$ cat src/rtl/sys_insn_sequencer.sv
// sys_insn_sequencer
// Multi-cycle sequencer for FENCE.I, WFI and the halt pattern. Sits beside
// decode/execute, accepts a flagged instruction, holds the pipeline, drives
// the cache maintenance handshakes and retires the instruction.
//
// Parameters
//   WFI_TIMEOUT  WFI wake-up after this many sleep cycles (0 = interrupt only)
//   CNT_W        width of the saturating WFI sleep counter
//
// Ports
//   CLK, nRST            clock, synchronous active-low reset
//   insn_valid           instruction in decode/execute is valid
//   ifence, wfi, halt    decoder flags (priority halt > ifence > wfi)
//   kill                 pipeline flush killing the current instruction
//   interrupt_pending    any enabled interrupt pending
//   dcache_flush_done    D-cache write-back complete
//   icache_clear_done    I-cache invalidate complete
//   stall                hold fetch and decode/execute (combinational)
//   dcache_flush         D-cache write-back request (level)
//   icache_clear         I-cache invalidate request (level)
//   pipe_flush           one-cycle refetch request after FENCE.I
//   seq_done             one-cycle retire pulse
//   wfi_wake             one-cycle pulse when WFI ends
//   wfi_timeout          one-cycle pulse when the sleep counter caused the wake
//   halted               sticky halt indicator
module sys_insn_sequencer #(
  parameter int unsigned WFI_TIMEOUT = 0,
  parameter int unsigned CNT_W       = 32
) (
  input  logic CLK,
  input  logic nRST,
  input  logic insn_valid,
  input  logic ifence,
  input  logic wfi,
  input  logic halt,
  input  logic kill,
  input  logic interrupt_pending,
  input  logic dcache_flush_done,
  input  logic icache_clear_done,
  output logic stall,
  output logic dcache_flush,
  output logic icache_clear,
  output logic pipe_flush,
  output logic seq_done,
  output logic wfi_wake,
  output logic wfi_timeout,
  output logic halted
);

  typedef enum logic [2:0] {
    S_IDLE,
    S_DFLUSH,
    S_ICLEAR,
    S_WFI_WAIT,
    S_RELEASE,
    S_HALTED
  } state_e;

  // Last counter value of the sleep window; only meaningful when the
  // timeout is enabled.
  localparam logic [CNT_W-1:0] TMO_LAST =
    CNT_W'((WFI_TIMEOUT == 0) ? 0 : (WFI_TIMEOUT - 1));

  state_e           state_q, state_d;
  logic [CNT_W-1:0] cnt_q, cnt_d;
  logic             fence_flag_q, fence_flag_d;
  logic             kill_flag_q, kill_flag_d;

  logic             dflush_q, dflush_d;
  logic             iclear_q, iclear_d;
  logic             pflush_q, pflush_d;
  logic             sdone_q, sdone_d;
  logic             wake_q, wake_d;
  logic             tmo_q, tmo_d;
  logic             halted_q, halted_d;

  logic             trig;
  logic             tmo_hit;
  logic             wake_hit;

  assign trig     = insn_valid & ~kill & (halt | ifence | wfi);
  assign tmo_hit  = (WFI_TIMEOUT != 0) && (cnt_q == TMO_LAST);
  assign wake_hit = interrupt_pending | tmo_hit;

  // Next-state logic
  always_comb begin
    state_d      = state_q;
    cnt_d        = cnt_q;
    fence_flag_d = fence_flag_q;
    kill_flag_d  = kill_flag_q;
    wake_d       = 1'b0;
    tmo_d        = 1'b0;

    case (state_q)
      S_IDLE: begin
        fence_flag_d = 1'b0;
        kill_flag_d  = 1'b0;
        if (trig) begin
          if (halt) begin
            state_d = S_HALTED;
          end else if (ifence) begin
            state_d = S_DFLUSH;
          end else begin
            state_d = S_WFI_WAIT;
            cnt_d   = '0;
          end
        end
      end

      // A kill during the cache handshake cannot abort it; it only
      // suppresses the retire and refetch at the end of the sequence.
      S_DFLUSH: begin
        kill_flag_d = kill_flag_q | kill;
        if (dcache_flush_done) begin
          state_d = S_ICLEAR;
        end
      end

      S_ICLEAR: begin
        kill_flag_d = kill_flag_q | kill;
        if (icache_clear_done) begin
          state_d      = S_RELEASE;
          fence_flag_d = 1'b1;
        end
      end

      S_WFI_WAIT: begin
        cnt_d = (cnt_q == '1) ? cnt_q : (cnt_q + CNT_W'(1));
        if (kill) begin
          state_d = S_IDLE;
        end else if (wake_hit) begin
          state_d = S_RELEASE;
          wake_d  = 1'b1;
          tmo_d   = tmo_hit;
        end
      end

      // Single cycle; ignores triggers so the instruction still sitting in
      // decode is not sequenced a second time.
      S_RELEASE: begin
        state_d      = S_IDLE;
        fence_flag_d = 1'b0;
        kill_flag_d  = 1'b0;
      end

      S_HALTED: begin
        state_d = S_HALTED;
      end

      default: begin
        state_d = S_IDLE;
      end
    endcase
  end

  // Registered outputs are derived from the next state so they line up
  // with the state they describe.
  always_comb begin
    dflush_d = (state_d == S_DFLUSH);
    iclear_d = (state_d == S_ICLEAR);
    sdone_d  = (state_d == S_RELEASE) & ~kill_flag_d;
    pflush_d = (state_d == S_RELEASE) & fence_flag_d & ~kill_flag_d;
    halted_d = (state_d == S_HALTED);
  end

  always_ff @(posedge CLK) begin
    if (!nRST) begin
      state_q      <= S_IDLE;
      cnt_q        <= '0;
      fence_flag_q <= 1'b0;
      kill_flag_q  <= 1'b0;
      dflush_q     <= 1'b0;
      iclear_q     <= 1'b0;
      pflush_q     <= 1'b0;
      sdone_q      <= 1'b0;
      wake_q       <= 1'b0;
      tmo_q        <= 1'b0;
      halted_q     <= 1'b0;
    end else begin
      state_q      <= state_d;
      cnt_q        <= cnt_d;
      fence_flag_q <= fence_flag_d;
      kill_flag_q  <= kill_flag_d;
      dflush_q     <= dflush_d;
      iclear_q     <= iclear_d;
      pflush_q     <= pflush_d;
      sdone_q      <= sdone_d;
      wake_q       <= wake_d;
      tmo_q        <= tmo_d;
      halted_q     <= halted_d;
    end
  end

  // Stall must cover the trigger cycle itself, hence combinational.
  always_comb begin
    case (state_q)
      S_IDLE:     stall = trig;
      S_DFLUSH,
      S_ICLEAR,
      S_WFI_WAIT,
      S_HALTED:   stall = 1'b1;
      default:    stall = 1'b0;
    endcase
  end

  assign dcache_flush = dflush_q;
  assign icache_clear = iclear_q;
  assign pipe_flush   = pflush_q;
  assign seq_done     = sdone_q;
  assign wfi_wake     = wake_q;
  assign wfi_timeout  = tmo_q;
  assign halted       = halted_q;

endmodule
$ cat config.mk
export PLATFORM = sky130hd
export DESIGN_NAME = sys_insn_sequencer
export DESIGN_NICKNAME = d
export VERILOG_FILES = /design/src/rtl/sys_insn_sequencer.sv
export SDC_FILE = /design/constraint.sdc
export NUM_CORES = 1
export LEC_CHECK = 0
export ABC_CLOCK_PERIOD_IN_PS = 1400
export BUFFER_PORTS_ARGS = -buffer_cell sky130_fd_sc_hd__buf_4
export CAP_MARGIN = 30
export CORE_MARGIN = 3
export CORE_UTILIZATION = 42
export CTS_CLUSTER_DIAMETER = 150
export DETAILED_ROUTE_END_ITERATION = 8
export PLACE_DENSITY = 0.74
export SYNTH_ARGS = -nofsm -noshare
export SYNTH_HDL_FRONTEND = slang
export SYNTH_SLANG_ARGS = --single-unit
$ cat constraint.sdc
create_clock -name CLK -period 1.4 [get_ports CLK]
set_clock_uncertainty 0.15 [all_clocks]
set_input_delay 0.07 -clock CLK [delete_from_list [all_inputs] [get_ports CLK]]
set_output_delay 0.07 -clock CLK [all_outputs]
set_load 0.005 [all_outputs]
==> results of run 1 <==
worst paths after layout:
path	to	slack (ns)	cells past startpoint
setup / recovery	halted	-0.07	4
hold / removal	icache_clear	0.03	3
setup reg to reg	halted	-0.07	4
hold reg to reg	fence_flag_q	0.46	2
routing by layer:
| layer | vias up | GRT usage [%] |
|---|---|---|
| met5 | - | 0 |
| met4 | 0 | 10.56 |
| met3 | 7 | 6.438 |
| met2 | 32 | 33.74 |
| met1 | 274 | 20.57 |
| li1 | 280 | - |
logic make-up (layout without fill, tap and decap cells):
kind of cell,Yosys count,count (layout),synth area share [%]
flops,11,11,40.09
compound gates,12,12,18.22
other cells,1,1,0.6827
buf+inv,6,39,6.150
simple gates,30,30,34.85
flip-flops by register name, indices dropped and copies added, names as in the netlist:
name          cells
halted            1
kill_flag_q       1
pipe_flush        1
state_q           3
wfi_wake          1
dcache_flush      1
fence_flag_q      1
seq_done          1
icache_clear      1
power groups by stage:
stage	Sequential, mW	Combinational (mW)	Clock, mW
floorplan	0.337	0.0750	0
global placement	0.340	0.145	0
detailed placement	0.340	0.149	0
CTS	0.332	0.170	0.215
global route	0.334	0.193	0.234
finish	0.333	0.180	0.215
critical path: stages (launching register included):
cell and delay, ns:
dfxtp_4 0.38, nand2_1 0.16, nor3_2 0.08, a211o_4 0.36
and3_2 0.23
cell usage after synthesis (2+ instances only):
cell type / n / area, um2
a31oi_1: 2 / 12.51
a21oi_1: 2 / 10.01
inv_1: 4 / 15.01
nor2_1: 4 / 15.01
and2_1: 2 / 12.51
nor3_1: 6 / 30.03
nand2_1: 7 / 26.28
dfxtp_1: 11 / 220.2
repair_timing:
| item | in CTS | in global routing |
|---|---|---|
| resized for setup | 12 | 10 |
| setup endpoints to repair | 8 | 10 |
| pin swaps | 6 | 5 |
| buffers inserted | 1 | 0 |
| endpoints found under the hold margin | 6 | 1 |
| hold buffers | 3 | 1 |
area by class of cell:
cell class | instances | area (um2)
clock buffers | 4 | 26.28
fillers | 92 | 290.3
inverters | 4 | 15.01
multi-input cells | 43 | 346.6
flip-flops and latches | 11 | 231.5
well taps | 14 | 17.52
repair buffers | 31 | 244.0
==> results.tsv, run 1 <==
stage	metric	value	unit
finish	nNetsFinal	104	
drt	drtAntennaViolNets	0	
clock_tree	clk_latency	0.27	ns
sta	fin_ws	-0.06882	ns
place	portBuffers	16	
setup_path	critPathLaunch	state_q[0]	
finish	final_common_cell	buf_4	
clock_tree	clock_sinks	11	
clock_tree	cts_buffers	3	
clock_tree	cts_max_path_buffers	2	
sta	layout_min_cycle_time	1.469	ns
status	violations	setup timing	
setup_path	path_max_fanout	8	
power_and_ir_drop	clock_power_share	29.5	%
floorplanning	core_area	0.001171	mm2
job	max-cap-violations	0	
drt	dr_wl_met3	125	um
setup_path	start_kind	flip-flop	
floorplanning	initial_utilization	46.90	%
floorplanning	num_rows	12	
finish	final_cell_count_no_fill	107	
clock_tree	cts_max_level	1	
drt	via_per_inst	5.542	
drt	num_vias	593	
logic_synthesis	yosysWarnings	0	
place	place_area	750.7	um2
finish	stdcell_area	880.8	um2
setup_path	r2r-start	state_q[0]	
logic_synthesis	ys_seq_elements	11	
power_and_ir_drop	irDropWorstVdd	0.0004628	V
logic_synthesis	yosysSeqAreaShare	40.09	%
finish	final_cell_mix	27 x buf_4, 8 x dfxtp_1, 7 x nand2_1, 4 x nor3_2	
logic_synthesis	syn-num-nets	70	
global_routing	grt_max_degree	9	
sta	hold_viol	0	
power_and_ir_drop	internal_power	530.5	uW
status	outcome	finished, violations left	
sta	rsz0062_at_grt	yes	
global_routing	grt_pass1_wl	2566	um
floorplanning	io-pin-count	18	
logic_synthesis	synthCells	60	
drt	dr_wl_met2	872	um
power_and_ir_drop	pwr-share-comb	24.8	%
finish	drive_above_1_share	58.06	%
global_routing	grt_pass1_vias	567	
clock_tree	cts-root-buf	clkbuf_4	
global_routing	grt_overflow_total	0	
power_and_ir_drop	p_switching	197.9	uW
drt	m1WireLength	696	um
setup_path	arrival	1.48	ns
logic_synthesis	ys.flop_type	dfxtp_1	
power_and_ir_drop	finalPower	728.4	uW
sta	setup_viol	8	
drt	drc	0	
worst_hold_path	hold_path.class	input pin to flip-flop	
global_routing	grt_usage	19.53	%
floorplanning	dieArea	0.001778	mm2
sta	fin_setup_tns	-0.3471	ns
power_and_ir_drop	p_per_area	827.0	mW/mm2
logic_synthesis	yosysUniqueCellTypes	30	
place	pre_cts_ws	-0.1692	ns
clock_tree	clkSlewWorstSetupHoldPaths	0.07	ns
drt	first_pass_iters	4	
global_routing	antenna_found_initial	0	
drt	drt_iter0_markers	19	
finish	post-route-util	75.21	%
setup_path	worstPathRequired	1.41	ns
logic_synthesis	syn_avg_cell_area	9.155	um2
power_and_ir_drop	swShare	27.17	%
place	gp_congestion	0.8450	
power_and_ir_drop	power.leakage	0.3638	nW
logic_synthesis	syn_area	549.3	um2
setup_path	worstSetupPathType	flip-flop to flip-flop	
floorplanning	die_y	42.17	um
sta	max_clock_freq	680.8	MHz
logic_synthesis	synth_edf_count	0	
sta	maxSlewViolCount	0	
finish	syn_to_final_growth	60.36	%
sta	fin_crit_sh	104.9	%
power_and_ir_drop	pwr-share-seq	45.7	%
logic_synthesis	synthArstFlopShare	0	%
setup_path	cp-end-kind	flip-flop	
drt	wl_per_cell	16.23	um
place	dp_cells	99	
drt	highest_layer	met4	
finish	n_antenna_cell	0	
drt	drt_wl_total	1737	um
floorplanning	die_x	42.17	um
sta	hold_ws	0.02612	ns
worst_hold_path	worstHoldStart	nRST	
clock_tree	cts_tree	built	
place	dp_hpwl	1092	um
No activity file was read; power rests on OpenSTA's default activity.
==> inputs of run 2 (changes only) <==
ABC_CLOCK_PERIOD_IN_PS = 1600   (was 1400)
CORE_AREA = 3 3 40 42   (was default)
CORE_MARGIN = default   (was 3)
CORE_UTILIZATION = default   (was 42)
DIE_AREA = 0 0 43 45   (was default)
PLACE_DENSITY = 0.7   (was 0.74)
SKIP_CTS_REPAIR_TIMING = 1   (was default)
clock period = 1.6 ns   (was 1.4 ns; I/O delays follow)
==> run 2 against run 1 <==
Effect of this change: the run now ends clean; final area down 16%; via count down 8.1%; routed wire length down 28%; critical path type unchanged; largest power group unchanged.
==> results.tsv, run 2 (synthesized netlist as in run 1, its figures left out) <==
stage	metric	value	unit
setup_path	reg2reg_slack	0.08	ns
place	pre_cts_ws	0.07264	ns
setup_path	cp-end-kind	flip-flop	
drt	drc	0	
global_routing	grt_max_degree	11	
power_and_ir_drop	p_per_area	812.9	mW/mm2
finish	nNetsFinal	93	
sta	fin_crit_sh	95.07	%
setup_path	regToRegEndpoint	icache_clear	
place	dp_hpwl	942.1	um
clock_tree	cts_tree	built	
setup_path	crit_path_end	icache_clear	
sta	layout_min_cycle_time	1.521	ns
job	max-cap-violations	0	
sta	fin_setup_tns	0	ns
setup_path	critPathLaunch	state_q[1]	
setup_path	start_kind	flip-flop	
finish	largest_register_ffs	3	
sta	maxSlewViolCount	0	
clock_tree	clkSlewWorstSetupHoldPaths	0.07	ns
worst_hold_path	hold_path.class	input pin to flip-flop	
floorplanning	die_y	45	um
finish	final_cell_mix	17 x buf_4, 10 x dfxtp_1, 7 x nand2_1, 5 x nor3_1	
setup_path	path_depth	4	
setup_path	r2r-start	state_q[1]	
drt	wl_per_cell	12.85	um
finish	n_antenna_cell	0	
power_and_ir_drop	finalPower	601.1	uW
setup_path	crit_buf_inv	0	
global_routing	grt_usage	13.99	%
global_routing	grt_overflow_total	0	
drt	drt_wl_total	1246	um
finish	final_common_cell	buf_4	
finish	syn_to_final_growth	34.62	%
setup_path	worstSetupPathType	flip-flop to flip-flop	
drt	first_pass_iters	4	
global_routing	grt_pass1_wl	1994	um
clock_tree	clk_latency	0.27	ns
floorplanning	dieArea	0.001935	mm2
floorplanning	num_rows	13	
setup_path	worstPathCellList	or3b_1 -> a21oi_1 -> a311o_1 -> nor3b_2	
setup_path	path_delay_family	simple AND/OR/NAND/NOR gates	
global_routing	antenna_found_initial	0	
setup_path	arrival	1.58	ns
setup_path	path_max_fanout	8	
drt	via_per_inst	5.619	
clock_tree	cts_max_level	1	
place	portBuffers	16	
setup_path	reg2reg_depth	4	
sta	hold_viol	0	
sta	setup_viol	0	
sta	fin_ws	0.07889	ns
floorplanning	initial_utilization	42.75	%
global_routing	grt_pass1_vias	466	
drt	num_vias	545	
power_and_ir_drop	power.leakage	0.2995	nW
floorplanning	io-pin-count	18	
sta	rsz0062_at_grt	no	
clock_tree	cts-root-buf	clkbuf_4	
setup_path	crit_slowest_cell	dfxtp_1	
setup_path	slowest_delay	0.44	ns
clock_tree	cts_buffers	3	
clock_tree	cts_max_path_buffers	2	
drt	drtAntennaViolNets	0	
sta	max_clock_freq	657.4	MHz
finish	largest-register	state_q	
power_and_ir_drop	irDropWorstVdd	0.0005165	V
drt	drt_iter0_markers	21	
setup_path	worstPathRequired	1.66	ns
status	outcome	complete, no violations	
floorplanning	core_area	0.001285	mm2
place	gp_congestion	0.8252	
floorplanning	die_x	43	um
finish	drive_above_1_share	35.37	%
clock_tree	clock_sinks	11	
[run 2: how the worst min path moves through the flow]
stage	start	cells after the start	end	slack, ns
floorplan	interrupt_pending	2	wfi_wake	0.05
global placement	interrupt_pending	3	wfi_wake	0.19
detailed placement	interrupt_pending	3	wfi_wake	0.19
CTS	interrupt_pending	3	wfi_wake	-0.10
global route	kill	3	wfi_wake	0.05
finish	kill	3	wfi_wake	0.02
[run 2: final cells by class]
type                            count  area (um2)
Clock buffer                        4       26.28
Fill cell                         122       545.5
Inverter                            4       15.01
Multi-Input combinational cell     43       300.3
Sequential cell                    11       221.5
Tap cell                           15       18.77
Timing Repair Buffer               20       157.7
[run 2: worst min-delay path: stages]
cell and delay [ns]:
buf_4 0.11, or2_1 0.15, nor3_1 0.06
[run 2: routing by layer]
metal	GRT usage [%]	routed length, um	up-vias
met1	16.67	523	258
met5	0	0	-
met3	3.586	92	5
li1	-	-	258
met2	22.46	601	24
met4	9.036	28	0
[run 2: metrics by stage]
step / utilization, % / instances / instance area (um2) / hold slack [ns]
3_3_place_gp: 52.68 / 90 / 676.9 / 0.1888
6_report: 57.55 / 97 / 739.5 / 0.02300
5_1_grt: 57.55 / 97 / 739.5 / 0.05247
3_5_place_dp: 52.68 / 90 / 676.9 / 0.1869
2_1_floorplan: - / 60 / 549.3 / 0.04831
4_1_cts: 54.72 / 94 / 703.2 / -0.1018
[run 2: power by group]
group	switching [mW]	internal (mW)
clock	0.0967	0.0967
sequential	0.00848	0.284
combinational	0.0546	0.0606
total	0.160	0.441
==> inputs of run 3 (changes only) <==
==> constraint.sdc (replaced) <==
create_clock -name CLK -period 1.6 [get_ports CLK]
set_clock_uncertainty 0.15 [all_clocks]
set_input_delay 0.32 -clock CLK [delete_from_list [all_inputs] [get_ports CLK]]
set_output_delay 0.32 -clock CLK [all_outputs]
set_load 0.005 [all_outputs]
==> run 3 against run 2 <==
Effect of this change: hold slack better by 0.14 ns; register-to-register slack gained 0.06 ns; first-iteration DRC count fell by 67%; critical path type is now flip-flop to output pin; highest routed layer unchanged.
==> results.tsv, run 3 (synthesized netlist as in run 1, its figures left out) <==
stage	metric	value	unit
status	outcome	complete, no violations	
sta	setup_viol	0	
setup_path	path_max_fanout	7	
sta	fin_crit_sh	94.96	%
clock_tree	clkSlewWorstSetupHoldPaths	0.07	ns
finish	stdcell_area	733.2	um2
setup_path	arrival	1.05	ns
worst_hold_path	hold_path.class	input pin to flip-flop	
clock_tree	clk_latency	0.27	ns
place	gp_congestion	0.8063	
power_and_ir_drop	p_per_area	806.4	mW/mm2
power_and_ir_drop	internal_power	441.2	uW
clock_tree	cts_max_path_buffers	2	
clock_tree	cts_max_level	1	
sta	hold_viol	0	
job	max-cap-violations	0	
finish	largest_register_ffs	3	
drt	via_per_inst	5.271	
drt	drt_iter0_markers	7	
sta	rsz0062_at_grt	no	
floorplanning	dieArea	0.001935	mm2
setup_path	slowest_delay	0.35	ns
setup_path	reg2reg_depth	4	
power_and_ir_drop	irDropWorstVdd	0.0004006	V
finish	final_cell_mix	19 x buf_4, 8 x dfxtp_1, 7 x nand2_1, 5 x nor3_1	
place	dp_cells	92	
power_and_ir_drop	power.leakage	0.3004	nW
floorplanning	io-pin-count	18	
finish	final_cell_count_no_fill	96	
sta	fin_ws	0.08061	ns
global_routing	grt_usage	13.23	%
sta	layout_min_cycle_time	1.519	ns
finish	largest-register	state_q	
power_and_ir_drop	p_switching	150.1	uW
finish	final_common_cell	buf_4	
floorplanning	initial_utilization	42.75	%
drt	drt_wl_total	1158	um
finish	post-route-util	57.06	%
finish	n_antenna_cell	0	
drt	drtAntennaViolNets	0	
floorplanning	die_x	43	um
setup_path	worst_path_most_repeated_cell	buf_4	
global_routing	grt_max_degree	9	
place	pre_cts_ws	-0.06372	ns
power_and_ir_drop	clock_power_share	31.1	%
floorplanning	num_rows	13	
finish	syn_to_final_growth	33.49	%
clock_tree	cts-root-buf	clkbuf_4	
worst_hold_path	hold_path_depth	2	
setup_path	cp-end-kind	output pin	
setup_path	worstPathRequired	1.13	ns
clock_tree	clock_sinks	11	
global_routing	grt_pass1_vias	440	
power_and_ir_drop	swShare	25.38	%
place	place_area	691.9	um2
finish	nNetsFinal	92	
finish	drive_above_1_share	41.98	%
global_routing	antenna_found_initial	0	
floorplanning	die_y	45	um
power_and_ir_drop	pwr-share-comb	19.4	%
power_and_ir_drop	pwr-share-seq	49.5	%
floorplanning	core_area	0.001285	mm2
clock_tree	cts_tree	built	
place	portBuffers	16	
drt	first_pass_iters	4	
drt	num_vias	506	
global_routing	grt_overflow_total	0	
place	dp_hpwl	912.6	um
global_routing	grt_pass1_wl	1856	um
setup_path	worstSetupPathType	flip-flop to output pin	
sta	max_clock_freq	658.2	MHz
clock_tree	cts_buffers	3	
setup_path	worstPathCellList	buf_4 -> nand2b_1 -> nand2_1 -> buf_4	
setup_path	crit_slowest_cell	dfxtp_2	
drt	wl_per_cell	12.06	um
sta	maxSlewViolCount	0	
setup_path	start_kind	flip-flop	
drt	drc	0	
run 3: cell types whose count changed in the layout (fill, tap and decap cells not counted), sizes merged:
| cell | change |
|---|---|
| buf | +2 |
| dlygate4sd3 | -3 |
run 3: critical path, delay by kind of cell, from the launching register on:
| family | cells | cell delay (ns) |
|---|---|---|
| DFF | 1 | 0.35 |
| and+or+nand+nor | 2 | 0.16 |
| buffers and inverters | 2 | 0.28 |
run 3: final timing paths:
path,startpoint,end,slack (ns)
setup / recovery,state_q[0],stall,0.08
hold / removal,nRST,state_q[2],0.16
hold reg to reg,kill_flag_q,kill_flag_q,0.36
setup reg to reg,state_q[1],icache_clear,0.14
run 3: layout make-up:
type	instances	area (um2)
Fill cell	128	551.8
Multi-Input combinational cell	43	306.5
Sequential cell	11	224.0
Timing Repair Buffer	19	142.6
Clock buffer	4	26.28
Tap cell	15	18.77
Inverter	4	15.01
run 3: layer usage:
layer / track usage (%) / routed length, um / up-vias
met2: 20.96 / 547 / 17
met4: 3.614 / 11 / 0
met5: 0 / 0 / -
li1: - / - / 260
met3: 5.976 / 69 / 2
met1: 16.42 / 529 / 227
run 3: power by group through the flow:
stage / sequential (mW) / combinational, mW / clock (mW)
2_1_floorplan: 0.295 / 0.0656 / 0
3_3_place_gp: 0.297 / 0.111 / 0
3_5_place_dp: 0.298 / 0.112 / 0
4_1_cts: 0.292 / 0.113 / 0.193
5_1_grt: 0.294 / 0.126 / 0.205
6_report: 0.293 / 0.115 / 0.184
run 3: per-stage QoR:
stage,hold slack [ns],TNS [ns],total power [mW]
2_1_floorplan,0.2883,0,0.3605
3_3_place_gp,0.3429,-0.1396,0.4089
3_5_place_dp,0.3610,-0.1702,0.4100
4_1_cts,0.1513,-0.002615,0.5966
5_1_grt,0.1689,0,0.6252
6_report,0.1599,0,0.5913
